--- src/rtl/chan_output_framer_pkg.sv ---
// chan_output_framer_pkg: shared channelizer constants and the tagged sample layout.
package chan_output_framer_pkg;
  localparam int NUM_CHANNELS_DEF = 64;
  localparam int CHAN_W = $clog2(NUM_CHANNELS_DEF);
  // Must track the dsp48_output_add pipeline register settings (AREG/DREG, ADREG, PREG).
  localparam int ADD_LATENCY_DEF = 3;
  typedef struct packed {
    logic [CHAN_W-1:0] chan;
    logic [15:0]       q;
    logic [15:0]       i;
  } sample_t;
endpackage

--- src/rtl/chan_sync_fifo.sv ---
// chan_sync_fifo: first-word-fall-through FIFO whose head sits in a registered output stage.
module chan_sync_fifo #(
  parameter int W     = 38,
  parameter int DEPTH = 16
) (
  input  logic         clk,
  input  logic         resetn,
  input  logic         wr_en_i,
  input  logic [W-1:0] wr_data_i,
  input  logic         rd_en_i,
  output logic [W-1:0] rd_data_o,
  output logic         full_o,
  output logic         empty_o
);
  localparam int AW = $clog2(DEPTH);
  logic [W-1:0] mem_q [DEPTH];
  logic [W-1:0] out_q, out_d;
  logic [AW-1:0] wp_q, wp_d, rp_q, rp_d;
  logic [AW:0] cnt_q, cnt_d;
  logic ov_q, ov_d, rd, acc, load, buf_empty, pop, direct, push;
  // cnt_q counts the output register too, so a full FIFO holds DEPTH-1 words in mem_q.
  always_comb begin
    full_o = cnt_q[AW];
    empty_o = cnt_q == '0;
    rd = ov_q && rd_en_i;
    acc = wr_en_i && (!full_o || rd);
    load = !ov_q || rd;
    buf_empty = cnt_q == {{AW{1'b0}}, ov_q};
    pop = load && !buf_empty;
    direct = load && buf_empty && acc;
    push = acc && !direct;
    wp_d = push ? wp_q + {{(AW-1){1'b0}}, 1'b1} : wp_q;
    rp_d = pop ? rp_q + {{(AW-1){1'b0}}, 1'b1} : rp_q;
    cnt_d = cnt_q + {{AW{1'b0}}, acc} - {{AW{1'b0}}, rd};
    ov_d = load ? (pop || direct) : ov_q;
    out_d = pop ? mem_q[rp_q] : direct ? wr_data_i : out_q;
    rd_data_o = out_q;
  end
  always_ff @(posedge clk) begin
    if (!resetn) begin
      wp_q <= '0;
      rp_q <= '0;
      cnt_q <= '0;
      ov_q <= 1'b0;
      out_q <= '0;
    end else begin
      wp_q <= wp_d;
      rp_q <= rp_d;
      cnt_q <= cnt_d;
      ov_q <= ov_d;
      out_q <= out_d;
    end
  end
  always_ff @(posedge clk) begin
    if (push) mem_q[wp_q] <= wr_data_i;
  end
endmodule

--- src/rtl/chan_output_framer.sv ---
// chan_output_framer: aligns adder valid, tags I/Q sums with a channel index and streams them out.
module chan_output_framer
  import chan_output_framer_pkg::*;
#(
  parameter int NUM_CHANNELS = NUM_CHANNELS_DEF,
  parameter int ADD_LATENCY  = ADD_LATENCY_DEF,
  parameter int FIFO_DEPTH   = 16
) (
  input  logic                            clk,
  input  logic                            resetn,
  input  logic                            in_valid,
  input  logic [15:0]                     sum_i,
  input  logic [15:0]                     sum_q,
  output logic [31:0]                     out_data,
  output logic [$clog2(NUM_CHANNELS)-1:0] out_chan,
  output logic                            out_last,
  output logic                            out_valid,
  input  logic                            out_ready,
  output logic                            overflow,
  input  logic                            overflow_clr
);
  localparam int CW = $clog2(NUM_CHANNELS);
  localparam int W = CW + 32;
  logic [ADD_LATENCY-1:0] dl_q, dl_d;
  logic [CW-1:0] chan_q, chan_d;
  logic ovf_q, ovf_d, cap_valid, full, empty, rd, drop;
  logic [W-1:0] rd_data;
  // Counter wraps for free since NUM_CHANNELS is a power of two; dropped samples still advance it.
  always_comb begin
    dl_d = dl_q << 1;
    dl_d[0] = in_valid;
    cap_valid = dl_q[ADD_LATENCY-1];
    rd = out_valid && out_ready;
    drop = cap_valid && full && !rd;
    chan_d = cap_valid ? chan_q + {{(CW-1){1'b0}}, 1'b1} : chan_q;
    ovf_d = drop || (ovf_q && !overflow_clr);
    out_valid = !empty;
    out_data = rd_data[31:0];
    out_chan = rd_data[W-1:32];
    out_last = &out_chan;
    overflow = ovf_q;
  end
  always_ff @(posedge clk) begin
    if (!resetn) begin
      dl_q <= '0;
      chan_q <= '0;
      ovf_q <= 1'b0;
    end else begin
      dl_q <= dl_d;
      chan_q <= chan_d;
      ovf_q <= ovf_d;
    end
  end
  chan_sync_fifo #(.W(W), .DEPTH(FIFO_DEPTH)) u_fifo (
    .clk       (clk),
    .resetn    (resetn),
    .wr_en_i   (cap_valid),
    .wr_data_i ({chan_q, sum_q, sum_i}),
    .rd_en_i   (out_ready),
    .rd_data_o (rd_data),
    .full_o    (full),
    .empty_o   (empty)
  );
endmodule

--- config.mk ---
export PLATFORM = sky130hd
export DESIGN_NAME = chan_output_framer
export DESIGN_NICKNAME = d
export VERILOG_FILES = /design/src/rtl/chan_output_framer_pkg.sv /design/src/rtl/chan_sync_fifo.sv /design/src/rtl/chan_output_framer.sv
export SDC_FILE = /design/constraint.sdc
export NUM_CORES = 1
export LEC_CHECK = 0
export CAP_MARGIN = 20
export CORE_MARGIN = 2
export CORE_UTILIZATION = 45
export CTS_BUF_LIST = sky130_fd_sc_hd__clkbuf_16
export CTS_CLUSTER_SIZE = 30
export DETAILED_ROUTE_END_ITERATION = 16
export GPL_ROUTABILITY_DRIVEN = 0
export PLACE_DENSITY = 0.61
export SYNTH_ARGS = -nofsm -noshare
export SYNTH_HDL_FRONTEND = slang
export SYNTH_SLANG_ARGS = --single-unit
--- constraint.sdc ---
create_clock -name clk -period 6.5 [get_ports clk]
set_clock_uncertainty 0.2 [all_clocks]
set_input_delay 0.975 -clock clk [delete_from_list [all_inputs] [get_ports clk]]
set_output_delay 0.975 -clock clk [all_outputs]
set_load 0.01 [all_outputs]
==> flow_summary.ini, run 1 <==
[logic_synthesis]
yosys-mux-area-fraction_pct = 14.2
avgSynthCellArea_um2 = 20.5
synthCells = 1262
synth_nets = 1312
ys.flop_type = edfxtp_1
synthAdderAreaFrac_pct = 0.658
synth-edff-count = 608
ys_warn_count = 0
yosys.area.top_type_share_pct = 70.6
synth_xor_area_share_pct = 0.305
synth.distinct_cells = 50
ys_seq_area_share_pct = 75.7
synth-compound-area-share_pct = 4.30
async_flop_share_pct = 0
synth_top_family_by_area = multiplexers
ys_ff_latch = 674
syn-cell-area_um2 = 25900
yosysTopAreaCell = edfxtp_1
synth_simple_gate_area_share_pct = 3.00
ys_top_cells_by_area = edfxtp_1, mux4_2, dfxtp_1, mux2i_1, a221o_1

[drt]
route.detailed.drc = 0
drtPass1Iterations = 5
detail-route-antenna-nets = 0
viasPerCell = 5.79
vias = 12600
drtIter0Drc = 1010
postRouteWirelength_um = 56200
wl_per_cell_um = 25.8

[global_routing]
grt_pass1_wl_um = 84900
antenna_found_initial = 0
track_usage_pct = 19.3
grt-ovfl-total = 0
grt_pass1_vias = 13300
grt_max_degree = 87

[timing]
tns_ns = 0
fin_crit_ns = 3.70
slew_viol_final = 0
fin_crit_sh_pct = 57.0
maxSlewHeadroom_pct = 31.3
fmax_mhz = 270
tightest_slew_ns = 1.03
setup_slack_ns = 2.80
rsz0062_at_grt = false
hold_viol = 0
setup_viol = 0

[clocking]
clk_pin_slew_ns = 0.06
post_cts_buffers = 0
cts_buffers = 70
ctsResizeCount = 0
clk_path_buf_depth = 3
clk_latency_ns = 0.60
clock-root-buffer = clkbuf_16
clock-sinks = 674
cts-htree-levels = 3
ctsHoldBuffers = 0
cts_tree = done

[finish]
nets = 1415
drive_gt1_share_pct = 21.6
utilization_pct = 52.6
fin_cells = 2177
antenna_cells = 0
area_growth_syn_to_layout_pct = 15.0

[setup_path]
r2r_cells = 7
cp_cell_sequence = clkdlybuf4s50_1 -> nor2b_1 -> o311ai_2 -> nor3b_2 -> and2_2 -> buf_4
slowest_delay_ns = 0.74
worst_ep_required_time_ns = 6.58
worst_path_max_delay_cell = and2_2
worstPathArrival_ns = 3.78
critPathKind = primary input to register
crit_fanout = 24
end_kind = register
start_kind = primary input

[floorplanning]
fp-row-count = 87
die_x_um = 244
dieArea_um2 = 59400
start_util_pct = 45.7
num_io_pins = 78
coreArea_um2 = 56600
fp.dieH_um = 244

[pwr]
peakVddDrop_v = 0.000208
p_per_area_nw_per_um2 = 367
p_leak_nw = 9.42

[placement]
place_ws_ns = 2.16
port_buffers = 77
hpwl_um = 31800
numPlacedInstances = 2048

[outcome]
outcome = finished clean

[hold_path]
hp-class = register to register
worstHoldPathCells = 1

[job]
maxCapViolCount = 0
==> worst paths after layout <==
| check | to | slack (ns) | startpoint |
|---|---|---|---|
| min | dl_q[2] | 0.24 | dl_q[1] |
| max | u_fifo.mem_q[9][15] | 2.80 | out_ready |
| max reg2reg | u_fifo.mem_q[9][15] | 3.09 | u_fifo.cnt_q[2] |
| min reg2reg | dl_q[2] | 0.24 | dl_q[1] |
==> stage by stage <==
stage / area, um^2 / hold slack, ns / total power, mW
after floorplan: 25900 / 0.212 / 6.50
after CTS: 29700 / 0.241 / 11.0
final: 29800 / 0.237 / 10.9
after global routing: 29800 / 0.258 / 11.3
after global placement: 27500 / 0.215 / 7.16
after detailed placement: 27500 / 0.227 / 7.18
==> worst max-delay path, delay by kind of cell <==
kind            cells  cell delay [ns]
simple gates        3             1.57
buf+inv             2             0.87
compound gates      1             0.36
==> power breakdown <==
part	switching, mW	internal (mW)	leakage (nW)
clock network	1.63	2.22	1.16
logic	1.02	1.03	2.22
registers	0.167	4.85	6.04
==> layer usage <==
metal	global-route usage (%)	wire length, um	share of wire, %	vias up
li1	-	-	-	5471
met1	27.3	25100	45	6734
met2	31.0	27500	49	327
met3	3.43	2570	4.6	76
met4	5.38	1070	1.9	0
met5	0	0	0	-
==> synthesized netlist by cell type (3+ instances only) <==
| cell | count |
|---|---|
| and2_1 | 18 |
| xor2_1 | 5 |
| a221o_1 | 32 |
| xnor2_1 | 4 |
| nor2_1 | 18 |
| o22ai_1 | 33 |
| inv_1 | 17 |
| buf_6 | 10 |
| a21oi_1 | 50 |
| mux2_2 | 6 |
| mux2i_1 | 33 |
| nor2b_1 | 15 |
| nand2b_1 | 5 |
| mux4_2 | 146 |
| dfxtp_1 | 66 |
| nor4_1 | 4 |
| a2111oi_0 | 6 |
| ha_1 | 12 |
| o221a_1 | 5 |
| or3_1 | 6 |
| o31ai_1 | 5 |
| o21ai_0 | 11 |
| and3_1 | 32 |
| nand3_1 | 9 |
| clkbuf_1 | 32 |
| nand2_1 | 12 |
| nand4_1 | 3 |
| edfxtp_1 | 608 |
| buf_4 | 3 |
| buf_2 | 28 |
| a22oi_1 | 5 |
==> cell usage in the layout, fill, tap and decap left out, types with 12 or more instances in the layout <==
cell type / n
clkbuf_16: 74
mux2i_1: 33
clkdlybuf4s50_1: 76
clkinv_1: 15
a21oi_1: 50
nand2_1: 12
nor2b_1: 15
a221o_1: 32
nor2_1: 13
dfxtp_1: 62
and3_1: 32
ha_1: 12
inv_1: 36
mux4_2: 146
buf_4: 26
o22ai_1: 33
edfxtp_1: 608
==> area by class of cell <==
type / count / area [um^2]
Fill cell: 4450 / 26900
Sequential cell: 674 / 19600
Multi-Input combinational cell: 496 / 5910
Clock buffer: 74 / 1850
Timing Repair Buffer: 106 / 1030
Tap cell: 756 / 946
Clock inverter: 54 / 360
Inverter: 17 / 63.8
==> cell families (layout without fill, tap and decap cells) <==
family	count (synthesis)	count (layout)
compound gates	157	157
xor+xnor	9	9
fa+ha+maj	13	13
buf+inv	92	251
flops	674	674
mux	185	185
simple gates	132	132
==> state kept, by name, summed over array words and instances (netlist names), 3 cells and up, named ones only <==
signal            count
u_fifo.wp_q           4
dl_q                  3
chan_q                6
u_fifo.mem_q        608
u_fifo.rd_data_o     38
u_fifo.cnt_q          5
u_fifo.rp_q           4
(Power assumes the default switching activity.)
==> run 2, diff against run 1 <==
PLACE_DENSITY = 0.64   (was 0.61)
clock period = 3.3 ns   (was 6.5 ns; I/O delays follow)
==> run 2 against run 1 <==
Final area is 2.5% higher. Combinational power is 110% higher. Sequential share of layout area decreased by 1.6 points. Global-route usage grew 0.29 points. Clock power increased by 110%. First-iteration DRC count is 22% higher. Largest cell class unchanged. Largest power group unchanged.
==> flow_summary.ini, run 2 (same netlist as run 1, synthesis figures left out) <==
[clocking]
clk_pin_slew_ns = 0.06
cts_tree = done
post_cts_buffers = 0
ctsResizeCount = 0
cts-htree-levels = 3
ctsHoldBuffers = 0
clock-root-buffer = clkbuf_16
cts_buffers = 71
clk_latency_ns = 0.60
clk_path_buf_depth = 3
clock-sinks = 674

[hold_path]
worstHoldPathCells = 3
hold_end = u_fifo.rp_q[0]
worstHoldStart = resetn
hp-class = primary input to register

[finish]
design_area_um2 = 30500
largest_reg_flops = 608
final_cell_mix = edfxtp_1, mux4_2, clkdlybuf4s50_1
top_register = u_fifo.mem_q
final_common_cell = edfxtp_1
nets = 1454
area_growth_syn_to_layout_pct = 17.9
drive_gt1_share_pct = 24.3

[timing]
fin_crit_sh_pct = 84.2
maxSlewHeadroom_pct = 49.8
fmax_mhz = 360
slew_viol_final = 0
tightest_slew_ns = 0.753
rsz0062_at_grt = false
hold_viol = 0
fin_crit_ns = 2.78
setup_viol = 0

[floorplanning]
num_io_pins = 78
fp-row-count = 87
die_x_um = 244
coreArea_um2 = 56600
start_util_pct = 45.7
dieArea_um2 = 59400
fp.dieH_um = 244

[pwr]
p_leak_nw = 9.76
total_power_mw = 22.4
p_per_area_nw_per_um2 = 734
peakVddDrop_v = 0.000389

[drt]
postRouteWirelength_um = 57200
drtPass1Iterations = 5
drtIter0Drc = 1235
viasPerCell = 5.78
detail-route-antenna-nets = 0
vias = 12800
wl_per_cell_um = 25.8
route.detailed.drc = 0

[setup_path]
worstPathArrival_ns = 2.08
timing.reg2reg.setup_slack_ns = 0.54
start_kind = register
reg2reg_to = u_fifo.mem_q[11][24]
r2r_cells = 7
r2r-start = u_fifo.cnt_q[3]
end_kind = output port
crit_fanout = 3
critPathKind = register to output port
worst_ep_required_time_ns = 2.60

[outcome]
outcome = finished clean

[job]
maxCapViolCount = 0

[placement]
port_buffers = 77
dpl_cell_area_um2 = 28100
hpwl_um = 33000

[global_routing]
grt_pass1_wl_um = 86200
grt_pass1_vias = 13300
antenna_found_initial = 3
grt_max_degree = 44
grt-ovfl-total = 0
track_usage_pct = 19.6
[run 2: cell count changes in the layout (fill, tap and decap cells not counted), moves of 2 or more]
cell	delta
nor4_2	-4
bufinv_16	+8
clkinv_2	+2
inv_1	-3
buf_4	+21
nor4_4	+4
clkinv_1	-6
buf_12	+18
[run 2: metal layers]
layer | wire length, um | GRT usage [%] | part of all wire (%)
met2 | 27600 | 30.9 | 48
met3 | 4300 | 4.00 | 7.5
met5 | 13 | 0 | 0.023
met4 | 1030 | 5.67 | 1.8
met1 | 24200 | 27.8 | 42
[run 2: how the worst max path moves through the flow]
stage	start	to	slack, ns	depth (start not counted)
after floorplan	out_ready	u_fifo.mem_q[0][0]	-0.65	5
after global placement	out_ready	u_fifo.mem_q[11][23]	0.17	6
after detailed placement	out_ready	u_fifo.mem_q[11][25]	0.14	6
after CTS	u_fifo.cnt_q[3]	out_valid	0.46	5
after global routing	u_fifo.ov_q	u_fifo.mem_q[11][24]	0.37	5
final	u_fifo.cnt_q[3]	out_valid	0.52	5
[run 2: per-stage QoR]
stage                     TNS [ns]  instances  hold WS, ns  setup slack (ns)  utilization, %
after floorplan             -99.32       1262        0.212            -0.653               -
after global placement           0       2087        0.214             0.173            49.6
after detailed placement         0       2087        0.223             0.140            49.6
after CTS                        0       2216        0.119             0.458            53.9
after global routing             0       2216        0.199             0.374            53.9
final                            0       2217        0.142             0.520            53.9
[run 2: critical path, cell delays in order (launching register included)]
cell and delay, ns:
dfxtp_1 0.32, inv_1 0.08, ha_1 0.19, nor4b_2 0.36, inv_1 0.08, clkdlybuf4s50_1 0.48
[run 2: final cells by class]
type,count,area [um^2]
clock inverter,55,581
sequential,674,19600
antenna,1,2.50
timing repair buffer,144,1520
clock buffer,74,1850
inverter,17,63.8
tap,756,946
fill,4333,26100
multi-input combinational,496,5940
[run 2: power by group]
part / total [mW] / internal (mW) / switching, mW / leakage [nW]
combinational: 4.25 / 2.15 / 2.10 / 2.47
sequential: 9.90 / 9.55 / 0.345 / 6.04
clock: 8.25 / 5.01 / 3.24 / 1.26
==> run 3, diff against run 2 <==
PLACE_DENSITY = 0.61   (was 0.64)
clock period = 2.8 ns   (was 3.3 ns; I/O delays follow)
==> run 3 against run 2 <==
Hold slack lost 0.081 ns. Final cell count grew 0.86%. Non-clock buffer count grew 22. Largest power group unchanged.
==> flow_summary.ini, run 3 (same netlist as run 1, synthesis figures left out) <==
[outcome]
outcome = finished clean

[timing]
fin_crit_ns = 2.60
maxSlewHeadroom_pct = 51.3
fin_crit_sh_pct = 92.8
setup_viol = 0
slew_viol_final = 0
rsz0062_at_grt = false
tightest_slew_ns = 0.728
hold_viol = 0
fmax_mhz = 385

[finish]
top_register = u_fifo.mem_q
seqCellArea_um2 = 19600
multiInputGateArea_um2 = 5970
largest_reg_flops = 608
final_common_cell = edfxtp_1
fill_cells = 4376
utilization_pct = 54.0
area_growth_syn_to_layout_pct = 18.2
nets = 1475
final_cell_mix = edfxtp_1, mux4_2, clkdlybuf4s50_1
drive_gt1_share_pct = 25.5
design_area_um2 = 30600
antenna_cells = 0

[setup_path]
start_kind = register
critPathKind = register to output port
end_kind = output port
cp_cell_sequence = inv_2 -> ha_4 -> nor4b_2 -> inv_1 -> clkdlybuf4s50_1
worst_ep_required_time_ns = 2.18
worstSetupEndpoint = out_valid
worst_path_max_delay_cell = clkdlybuf4s50_1
timing.reg2reg.setup_slack_ns = 0.28
reg2reg_to = u_fifo.rd_data_o[10]
crit_fanout = 3
worstPathArrival_ns = 1.98
setup.worst_path.start = u_fifo.cnt_q[3]
r2r_cells = 6
slowest_delay_ns = 0.49

[hold_path]
hp-class = primary input to register
worstHoldPathCells = 3

[job]
maxCapViolCount = 0

[drt]
drtIter0Drc = 1215
postRouteWirelength_um = 58400
detail-route-antenna-nets = 0
drtPass1Iterations = 5
wl_per_cell_um = 26.1
route.detailed.drc = 0
vias = 13000
viasPerCell = 5.80

[clocking]
cts_tree = done
clock-root-buffer = clkbuf_16
post_cts_buffers = 0
clk_latency_ns = 0.60
clk_pin_slew_ns = 0.06
clock-sinks = 674
ctsHoldBuffers = 0
cts_buffers = 70
ctsResizeCount = 0
clk_path_buf_depth = 3
cts-htree-levels = 3

[pwr]
total_power_mw = 25.7
intPower_mw = 19.0
seqPwrFrac_pct = 45.1
p_sw_share_pct = 25.9
p_leak_nw = 9.80
peakVddDrop_v = 0.000514
switchingPower_mw = 6.66
power_frac_clock_pct = 34.5
p_per_area_nw_per_um2 = 840
p_comb_share_pct = 20.4

[floorplanning]
fp.dieH_um = 244
dieArea_um2 = 59400
start_util_pct = 45.7
fp-row-count = 87
num_io_pins = 78
die_x_um = 244
coreArea_um2 = 56600

[global_routing]
grt_pass1_vias = 13500
grt_max_degree = 46
grt_pass1_wl_um = 87400
grt-ovfl-total = 0
antenna_found_initial = 0
track_usage_pct = 19.9

[placement]
port_buffers = 77
hpwl_um = 34000
dpl_cell_area_um2 = 28400
-- run 3: cell types whose count changed in the layout (fill, tap and decap cells not counted), moves of 2 or more --
cell	before	now
inv_2	0	2
buf_4	47	60
dfxtp_2	1	3
bufinv_16	12	4
clkinv_4	2	0
clkinv_2	11	15
clkinv_1	9	11
dfxtp_1	62	59
buf_12	20	29
-- run 3: metrics by stage --
step	instances	hold slack, ns	worst slack, ns	setup TNS [ns]
2_1_floorplan	1262	0.212	-0.209	-36.60
3_3_place_gp	2109	0.218	-0.202	-0.582
3_5_place_dp	2109	0.219	-0.206	-4.42
4_1_cts	2236	0.0548	0.130	0
5_1_grt	2236	0.106	0.0865	0
6_report	2236	0.0608	0.202	0
-- run 3: how the worst min path moves through the flow --
stage	from	end	slack, ns
6_report	resetn	chan_q[3]	0.06
5_1_grt	resetn	chan_q[3]	0.11
4_1_cts	resetn	chan_q[3]	0.05
3_5_place_dp	dl_q[0]	dl_q[1]	0.22
3_3_place_gp	dl_q[1]	dl_q[2]	0.22
2_1_floorplan	dl_q[0]	dl_q[1]	0.21
-- run 3: layout make-up --
type | instances | area share [%]
Timing Repair Buffer | 166 | 5.88
Clock inverter | 53 | 1.14
Sequential cell | 674 | 64.1
Inverter | 17 | 0.209
Multi-Input combinational cell | 496 | 19.5
Clock buffer | 74 | 6.06
Tap cell | 756 | 3.09
-- run 3: layer usage --
layer  GRT usage, %  up-vias  routed length [um]
li1               -     5590                   -
met3           3.62       88                2990
met4           5.25        0                1330
met5              0        -                   0
met1           27.9     6911               25400
met2           32.4      387               28600
-- run 3: power by group through the flow --
stage               registers (mW)  logic, mW  clock network [mW]
finish                        11.6       5.23                8.86
global route                  11.6       5.62                9.41
CTS                           11.6       5.32                9.04
detailed placement            11.8       5.29                   0
global placement              11.8       5.26                   0
floorplan                     11.7       3.41                   0
-- run 3: critical path, delay by kind of cell, from the launching register on --
kind | cells | cell delay, ns
flops | 1 | 0.32
buf+inv | 3 | 0.63
fa+ha+maj | 1 | 0.14
simple gates | 1 | 0.31
